==> src/rtl/instruction_fetch_if.sv <==
// Bus bundle around the fetch stage: the instruction-memory read port, the
// fetch-to-decode handoff and the redirect inputs coming back from execute.
interface instruction_fetch_if;
    logic        memRequest;
    logic [31:0] memAddress;
    logic        memReady;
    logic [31:0] memData;

    logic [31:0] instruction;
    logic [31:0] instructionPc;
    logic        instructionValid;
    logic        instructionReady;

    logic        branchTaken;
    logic [31:0] branchBase;
    logic [31:0] branchOffset;

    modport master (
        output memRequest, memAddress, instruction, instructionPc, instructionValid,
        input  memReady, memData, instructionReady, branchTaken, branchBase, branchOffset
    );

    modport slave (
        input  memRequest, memAddress, instruction, instructionPc, instructionValid,
        output memReady, memData, instructionReady, branchTaken, branchBase, branchOffset
    );
endinterface

==> src/rtl/instruction_fetch.sv <==
// Fetch stage: owns the PC and keeps at most one instruction in flight or held
// for decode. Branch redirects from execute override the sequential PC.
module instruction_fetch #(
    parameter logic [31:0] RESET_PC = 32'h0000_0000
) (
    input logic                  clock,
    input logic                  reset,
    instruction_fetch_if.master  bus
);

    typedef enum logic [1:0] {
        IDLE  = 2'd0,
        FETCH = 2'd1,
        HOLD  = 2'd2
    } fetchState_t;

    fetchState_t state, stateNext;

    logic [31:0] pc, pcNext;
    logic        discard, discardNext;
    logic        memRequestReg, memRequestNext;
    logic [31:0] memAddressReg, memAddressNext;
    logic [31:0] instructionReg, instructionNext;
    logic [31:0] instructionPcReg, instructionPcNext;
    logic        instructionValidReg, instructionValidNext;
    logic [31:0] target;

    // Offset counts half-words; the shift drops bit 31, which is the wrap we want.
    assign target = (bus.branchBase + (bus.branchOffset << 1)) & 32'hFFFF_FFFC;

    assign bus.memRequest       = memRequestReg;
    assign bus.memAddress       = memAddressReg;
    assign bus.instruction      = instructionReg;
    assign bus.instructionPc    = instructionPcReg;
    assign bus.instructionValid = instructionValidReg;

    always_ff @(posedge clock or negedge reset) begin
        if (!reset) begin
            state               <= IDLE;
            pc                  <= RESET_PC;
            discard             <= 1'b0;
            memRequestReg       <= 1'b0;
            memAddressReg       <= 32'h0000_0000;
            instructionReg      <= 32'h0000_0000;
            instructionPcReg    <= 32'h0000_0000;
            instructionValidReg <= 1'b0;
        end else begin
            state               <= stateNext;
            pc                  <= pcNext;
            discard             <= discardNext;
            memRequestReg       <= memRequestNext;
            memAddressReg       <= memAddressNext;
            instructionReg      <= instructionNext;
            instructionPcReg    <= instructionPcNext;
            instructionValidReg <= instructionValidNext;
        end
    end

    always_comb begin
        stateNext            = state;
        pcNext               = pc;
        discardNext          = discard;
        memRequestNext       = memRequestReg;
        memAddressNext       = memAddressReg;
        instructionNext      = instructionReg;
        instructionPcNext    = instructionPcReg;
        instructionValidNext = instructionValidReg;

        unique case (state)
            IDLE: begin
                if (bus.branchTaken) begin
                    pcNext         = target;
                    memAddressNext = target;
                end else begin
                    memAddressNext = pc;
                end
                memRequestNext = 1'b1;
                stateNext      = FETCH;
            end

            FETCH: begin
                // A redirect racing the response restarts cleanly, so no discard is needed.
                if (bus.branchTaken && bus.memReady) begin
                    pcNext         = target;
                    memAddressNext = target;
                    discardNext    = 1'b0;
                end else if (bus.branchTaken) begin
                    pcNext      = target;
                    discardNext = 1'b1;
                end else if (bus.memReady && discard) begin
                    discardNext    = 1'b0;
                    memAddressNext = pc;
                end else if (bus.memReady) begin
                    instructionNext      = bus.memData;
                    instructionPcNext    = memAddressReg;
                    instructionValidNext = 1'b1;
                    memRequestNext       = 1'b0;
                    stateNext            = HOLD;
                end
            end

            HOLD: begin
                if (bus.branchTaken) begin
                    instructionValidNext = 1'b0;
                    pcNext               = target;
                    memRequestNext       = 1'b1;
                    memAddressNext       = target;
                    stateNext            = FETCH;
                end else if (bus.instructionReady) begin
                    instructionValidNext = 1'b0;
                    pcNext               = pc + 32'd4;
                    memRequestNext       = 1'b1;
                    memAddressNext       = pc + 32'd4;
                    stateNext            = FETCH;
                end
            end

            default: begin
                stateNext = IDLE;
            end
        endcase
    end

endmodule
==> src/flat_wrapper.sv <==
// flat-port wrapper written by rule: the top's interface ports become plain ports
module instruction_fetch_flat 
#(
    parameter logic [31:0] RESET_PC = 32'h0000_0000
)
  (clock, reset, bus_memRequest, bus_memAddress, bus_instruction, bus_instructionPc, bus_instructionValid, bus_memReady, bus_memData, bus_instructionReady, bus_branchTaken, bus_branchBase, bus_branchOffset);
  instruction_fetch_if bus_i ();
  input logic clock;
  input logic reset;
  output wire logic [$bits(bus_i.memRequest)-1:0] bus_memRequest;
  output wire logic [$bits(bus_i.memAddress)-1:0] bus_memAddress;
  output wire logic [$bits(bus_i.instruction)-1:0] bus_instruction;
  output wire logic [$bits(bus_i.instructionPc)-1:0] bus_instructionPc;
  output wire logic [$bits(bus_i.instructionValid)-1:0] bus_instructionValid;
  input wire logic [$bits(bus_i.memReady)-1:0] bus_memReady;
  input wire logic [$bits(bus_i.memData)-1:0] bus_memData;
  input wire logic [$bits(bus_i.instructionReady)-1:0] bus_instructionReady;
  input wire logic [$bits(bus_i.branchTaken)-1:0] bus_branchTaken;
  input wire logic [$bits(bus_i.branchBase)-1:0] bus_branchBase;
  input wire logic [$bits(bus_i.branchOffset)-1:0] bus_branchOffset;
  assign bus_memRequest = bus_i.memRequest;
  assign bus_memAddress = bus_i.memAddress;
  assign bus_instruction = bus_i.instruction;
  assign bus_instructionPc = bus_i.instructionPc;
  assign bus_instructionValid = bus_i.instructionValid;
  assign bus_i.memReady = bus_memReady;
  assign bus_i.memData = bus_memData;
  assign bus_i.instructionReady = bus_instructionReady;
  assign bus_i.branchTaken = bus_branchTaken;
  assign bus_i.branchBase = bus_branchBase;
  assign bus_i.branchOffset = bus_branchOffset;
  instruction_fetch #(.RESET_PC(RESET_PC)) u_core (.clock(clock), .reset(reset), .bus(bus_i));
endmodule
==> config.mk <==
export PLATFORM = sky130hd
export DESIGN_NAME = instruction_fetch_flat
export DESIGN_NICKNAME = d
export VERILOG_FILES = /design/src/rtl/instruction_fetch_if.sv /design/src/rtl/instruction_fetch.sv /design/src/flat_wrapper.sv
export SDC_FILE = /design/constraint.sdc
export NUM_CORES = 1
export LEC_CHECK = 0
export BUFFER_PORTS_ARGS = -buffer_cell sky130_fd_sc_hd__buf_4
export CAP_MARGIN = 20
export CELL_PAD_IN_SITES_DETAIL_PLACEMENT = 0
export CELL_PAD_IN_SITES_GLOBAL_PLACEMENT = 1
export CORE_UTILIZATION = 45
export CTS_CLUSTER_SIZE = 30
export DETAILED_ROUTE_END_ITERATION = 7
export GPL_TIMING_DRIVEN = 0
export PLACE_DENSITY_LB_ADDON = 0.3
export SETUP_SLACK_MARGIN = 0.05
export SYNTH_ARGS = -nofsm -noshare
export SYNTH_HDL_FRONTEND = slang
export SYNTH_SLANG_ARGS = --single-unit
==> constraint.sdc <==
create_clock -name clock -period 7.5 [get_ports clock]
set_input_delay 0.375 -clock clock [delete_from_list [all_inputs] [get_ports clock]]
set_output_delay 0.375 -clock clock [all_outputs]
set_load 0.1 [all_outputs]
==> flow_metrics.py <==
metrics = {
    "status": {
        "status": "complete, no violations",
    },
    "drt": {
        "drt_wl_total_mm": 30.03,
        "drt_iter0_drc": 922,
        "drc": 0,
        "vias": 8874,
        "vias_per_cell": 5.932,
        "ant_nets": 0,
        "drt_first_pass_iters": 6,
        "wire_per_inst_um": 20.07,
    },
    "place": {
        "portBuffers": 196,
        "gp_congestion": 0.9655,
        "dp_hpwl_mm": 22.40,
    },
    "setup_path": {
        "r2r_slack_ns": 3.94,
        "crit_type": "reg2reg",
        "r2r_start": "u_core.state[0]",
        "crit_top_cell": "nor2_1",
        "critPathMaxFanout": 7,
        "worst_setup_path_end_kind": "register",
        "cp.depth": 10,
        "cp.required_ns": 7.82,
        "worst_path_largest_cell_delay_ns": 0.79,
        "startpoint_type": "register",
        "reg2regPathDepth": 10,
        "critPathLaunch": "u_core.state[0]",
        "setup.worst_path.end": "u_core.bus.memAddress[28]",
        "crit_family": "compound AO/OA/AOI/OAI gates",
        "path_cells": "inv_1 > ha_1 > clkinv_1 > o21ai_1 > nor2_1 > a21oi_1 > nor2_1 > a221oi_1 > o21ai_0 > o32a_1",
        "worst_path_max_delay_cell": "o21ai_1",
        "reg2reg_to": "u_core.bus.memAddress[28]",
        "crit_arrival_ns": 3.87,
        "path_buf_inv": 2,
    },
    "clock_network": {
        "clkSlewWorstSetupHoldPaths_ns": 0.07,
        "htreeDepth": 4,
        "clock_latency_ns": 0.43,
        "numCtsBuffers": 17,
        "cts_resized": 0,
        "postCtsSetupRepairBufs": 0,
        "cts.path.max_buffers": 2,
        "cts_tree": "done",
        "root_buffer": "clkbuf_16",
        "cts_hold_buf": 1,
        "cts_sinks": 133,
    },
    "floorplanning": {
        "start_util_pct": 45.81,
        "rows": 51,
        "core-area_um2": 19400,
        "io_pins": 199,
        "die_height_um": 142.5,
        "die_x_um": 142.5,
        "die_area_um2": 20310,
    },
    "sta": {
        "period_needed_ns": 3.555,
        "timing.final.crit_share_pct": 47.40,
        "whs_ns": 0.1717,
        "fmax_mhz": 281.3,
        "slew_headroom_pct": 27.31,
        "finalSetupTns_ns": 0,
        "setup_viol": 0,
        "hold_violations": 0,
        "worst_clock_skew_ns": 0.01311,
        "tightest_slew_ns": 1.090,
        "grt_setup_unrepaired": "false",
        "drv_slew": 0,
    },
    "synthesis": {
        "synth-edff-count": 0,
        "syn_inst": 1001,
        "ys_seq_area_share_pct": 37.45,
        "netlist_top_cells_area": "dfrtp_1 (37%), mux2_2 (8.2%), a21oi_1 (5.2%)",
        "async_reset_ff_share_pct": 100.0,
        "synth_top_area_share_pct": 37.45,
        "postSynthAreaPerCell_um2": 8.877,
        "synth_ff_type": "dfrtp_1",
        "yosysWarnings": 0,
        "ys_types": 79,
        "synth_fp_nets": 1138,
        "yosysTopAreaCell": "dfrtp_1",
        "mappedNetlistArea_um2": 8886,
        "ys_ff_latch": 133,
    },
    "worst_hold_path": {
        "hold_path_class": "in2reg",
    },
    "final_layout": {
        "drive_above_1_share_pct": 26.89,
        "num_antenna_cells": 0,
        "final_common_cell": "buf_4",
        "layout.nets": 1355,
        "layout_common_cells": "buf_4 (196), dfrtp_1 (133), nand2_1 (96), a21oi_1 (93), o21ai_0 (90)",
        "areaGrowthSynthToFinish_pct": 27.08,
    },
    "global_routing": {
        "grt_overflow": 0,
        "track_usage_pct": 29.74,
        "antenna_found_initial": 0,
        "grt_pass1_vias": 8133,
        "grt_pass1_wl_mm": 45.69,
        "grt_max_degree": 82,
    },
    "job": {
        "maxCapViolations": 0,
    },
}
Yosys cell counts (5+ instances only):
| library cell | count |
|---|---|
| xor2_1 | 18 |
| and3_1 | 13 |
| or2_2 | 5 |
| o21ai_1 | 8 |
| o221ai_1 | 5 |
| o21a_1 | 7 |
| a31oi_1 | 14 |
| nand2_1 | 96 |
| dfrtp_1 | 133 |
| o211ai_1 | 7 |
| nor3_1 | 18 |
| a211oi_1 | 17 |
| a21oi_1 | 93 |
| nor4_1 | 6 |
| ha_1 | 35 |
| nor2_1 | 81 |
| xnor2_1 | 28 |
| nor2b_1 | 6 |
| a21o_1 | 15 |
| nand4_1 | 9 |
| mux2_2 | 65 |
| inv_1 | 19 |
| a221o_1 | 6 |
| and2_1 | 7 |
| or3_1 | 7 |
| a221oi_1 | 10 |
| clkbuf_1 | 43 |
| buf_2 | 10 |
| a22o_1 | 5 |
| buf_1 | 7 |
| o22ai_1 | 13 |
| mux2i_1 | 10 |
| nand2b_1 | 5 |
| o21ai_0 | 90 |
| nand3_1 | 25 |
stage by stage:
stage                     area, um^2  util [%]  worst slack [ns]  instances
after floorplan                 8886         -             4.743       1001
after global placement         10690     55.10             4.045       1462
after detailed placement       10720     55.26             4.039       1463
after CTS                      11290     58.21             4.055       1496
after global routing           11290     58.21             3.737       1496
final                          11290     58.21             3.945       1496
worst register-to-register path: cells and delay by family, from the launching register on:
| family | cells | cell delay, ns |
|---|---|---|
| AO/OA/AOI/OAI | 5 | 2.01 |
| AND/OR/NAND/NOR | 2 | 0.44 |
| adder cells (fa/ha/maj) | 1 | 0.33 |
| buffers and inverters | 2 | 0.26 |
| flip-flops | 1 | 0.42 |
metal layers:
| metal | track usage [%] | part of all wire (%) | vias to the layer above |
|---|---|---|---|
| li1 | - | - | 4123 |
| met5 | 0 | 0 | - |
| met2 | 45.59 | 44 | 500 |
| met1 | 41.16 | 43 | 4167 |
| met4 | 12.39 | 3.5 | 0 |
| met3 | 5.350 | 9.7 | 84 |
sequential cells by signal, indices dropped and copies added (netlist names):
signal and flops:
u_core.bus.memRequest 1, u_core.bus.instructionValid 1, u_core.bus.memAddress 32, u_core.bus.instructionPc 32, u_core.discard 1, u_core.state 2
u_core.pc 32, u_core.bus.instruction 32
cells by family after synthesis:
| group | share of synthesized area, % |
|---|---|
| AOI/OAI and AO/OA | 24.46 |
| xor gates and xnor gates | 4.534 |
| adders and majority gates | 5.153 |
| buffers and inverters | 3.830 |
| DFF | 37.45 |
| muxes | 9.364 |
| and+or+nand+nor | 15.21 |
worst min path at each step:
stage | start | to | slack [ns] | cells past startpoint
after floorplan | reset | u_core.bus.instructionPc[0] | 0.08 | 0
after global placement | u_core.pc[1] | u_core.bus.memAddress[1] | 0.48 | 1
after detailed placement | reset | u_core.bus.instructionPc[7] | 0.38 | 1
after CTS | bus_memData[3] | u_core.bus.instruction[3] | 0.17 | 2
after global routing | bus_memData[16] | u_core.bus.instruction[16] | 0.17 | 2
final | bus_memData[3] | u_core.bus.instruction[3] | 0.17 | 2
cell type report:
cell class	count	area, um^2
buffer	63	261.5
clock inverter	15	136.4
timing repair buffer	198	1513
multi-input combinational	784	5218
clock buffer	17	425.4
inverter	21	78.83
tap	265	331.6
sequential	133	3328
fill	1800	8107
Power is left out: the tool's default activity adds up to more than one toggle a clock period on the data nets, which glitch-free logic cannot reach.
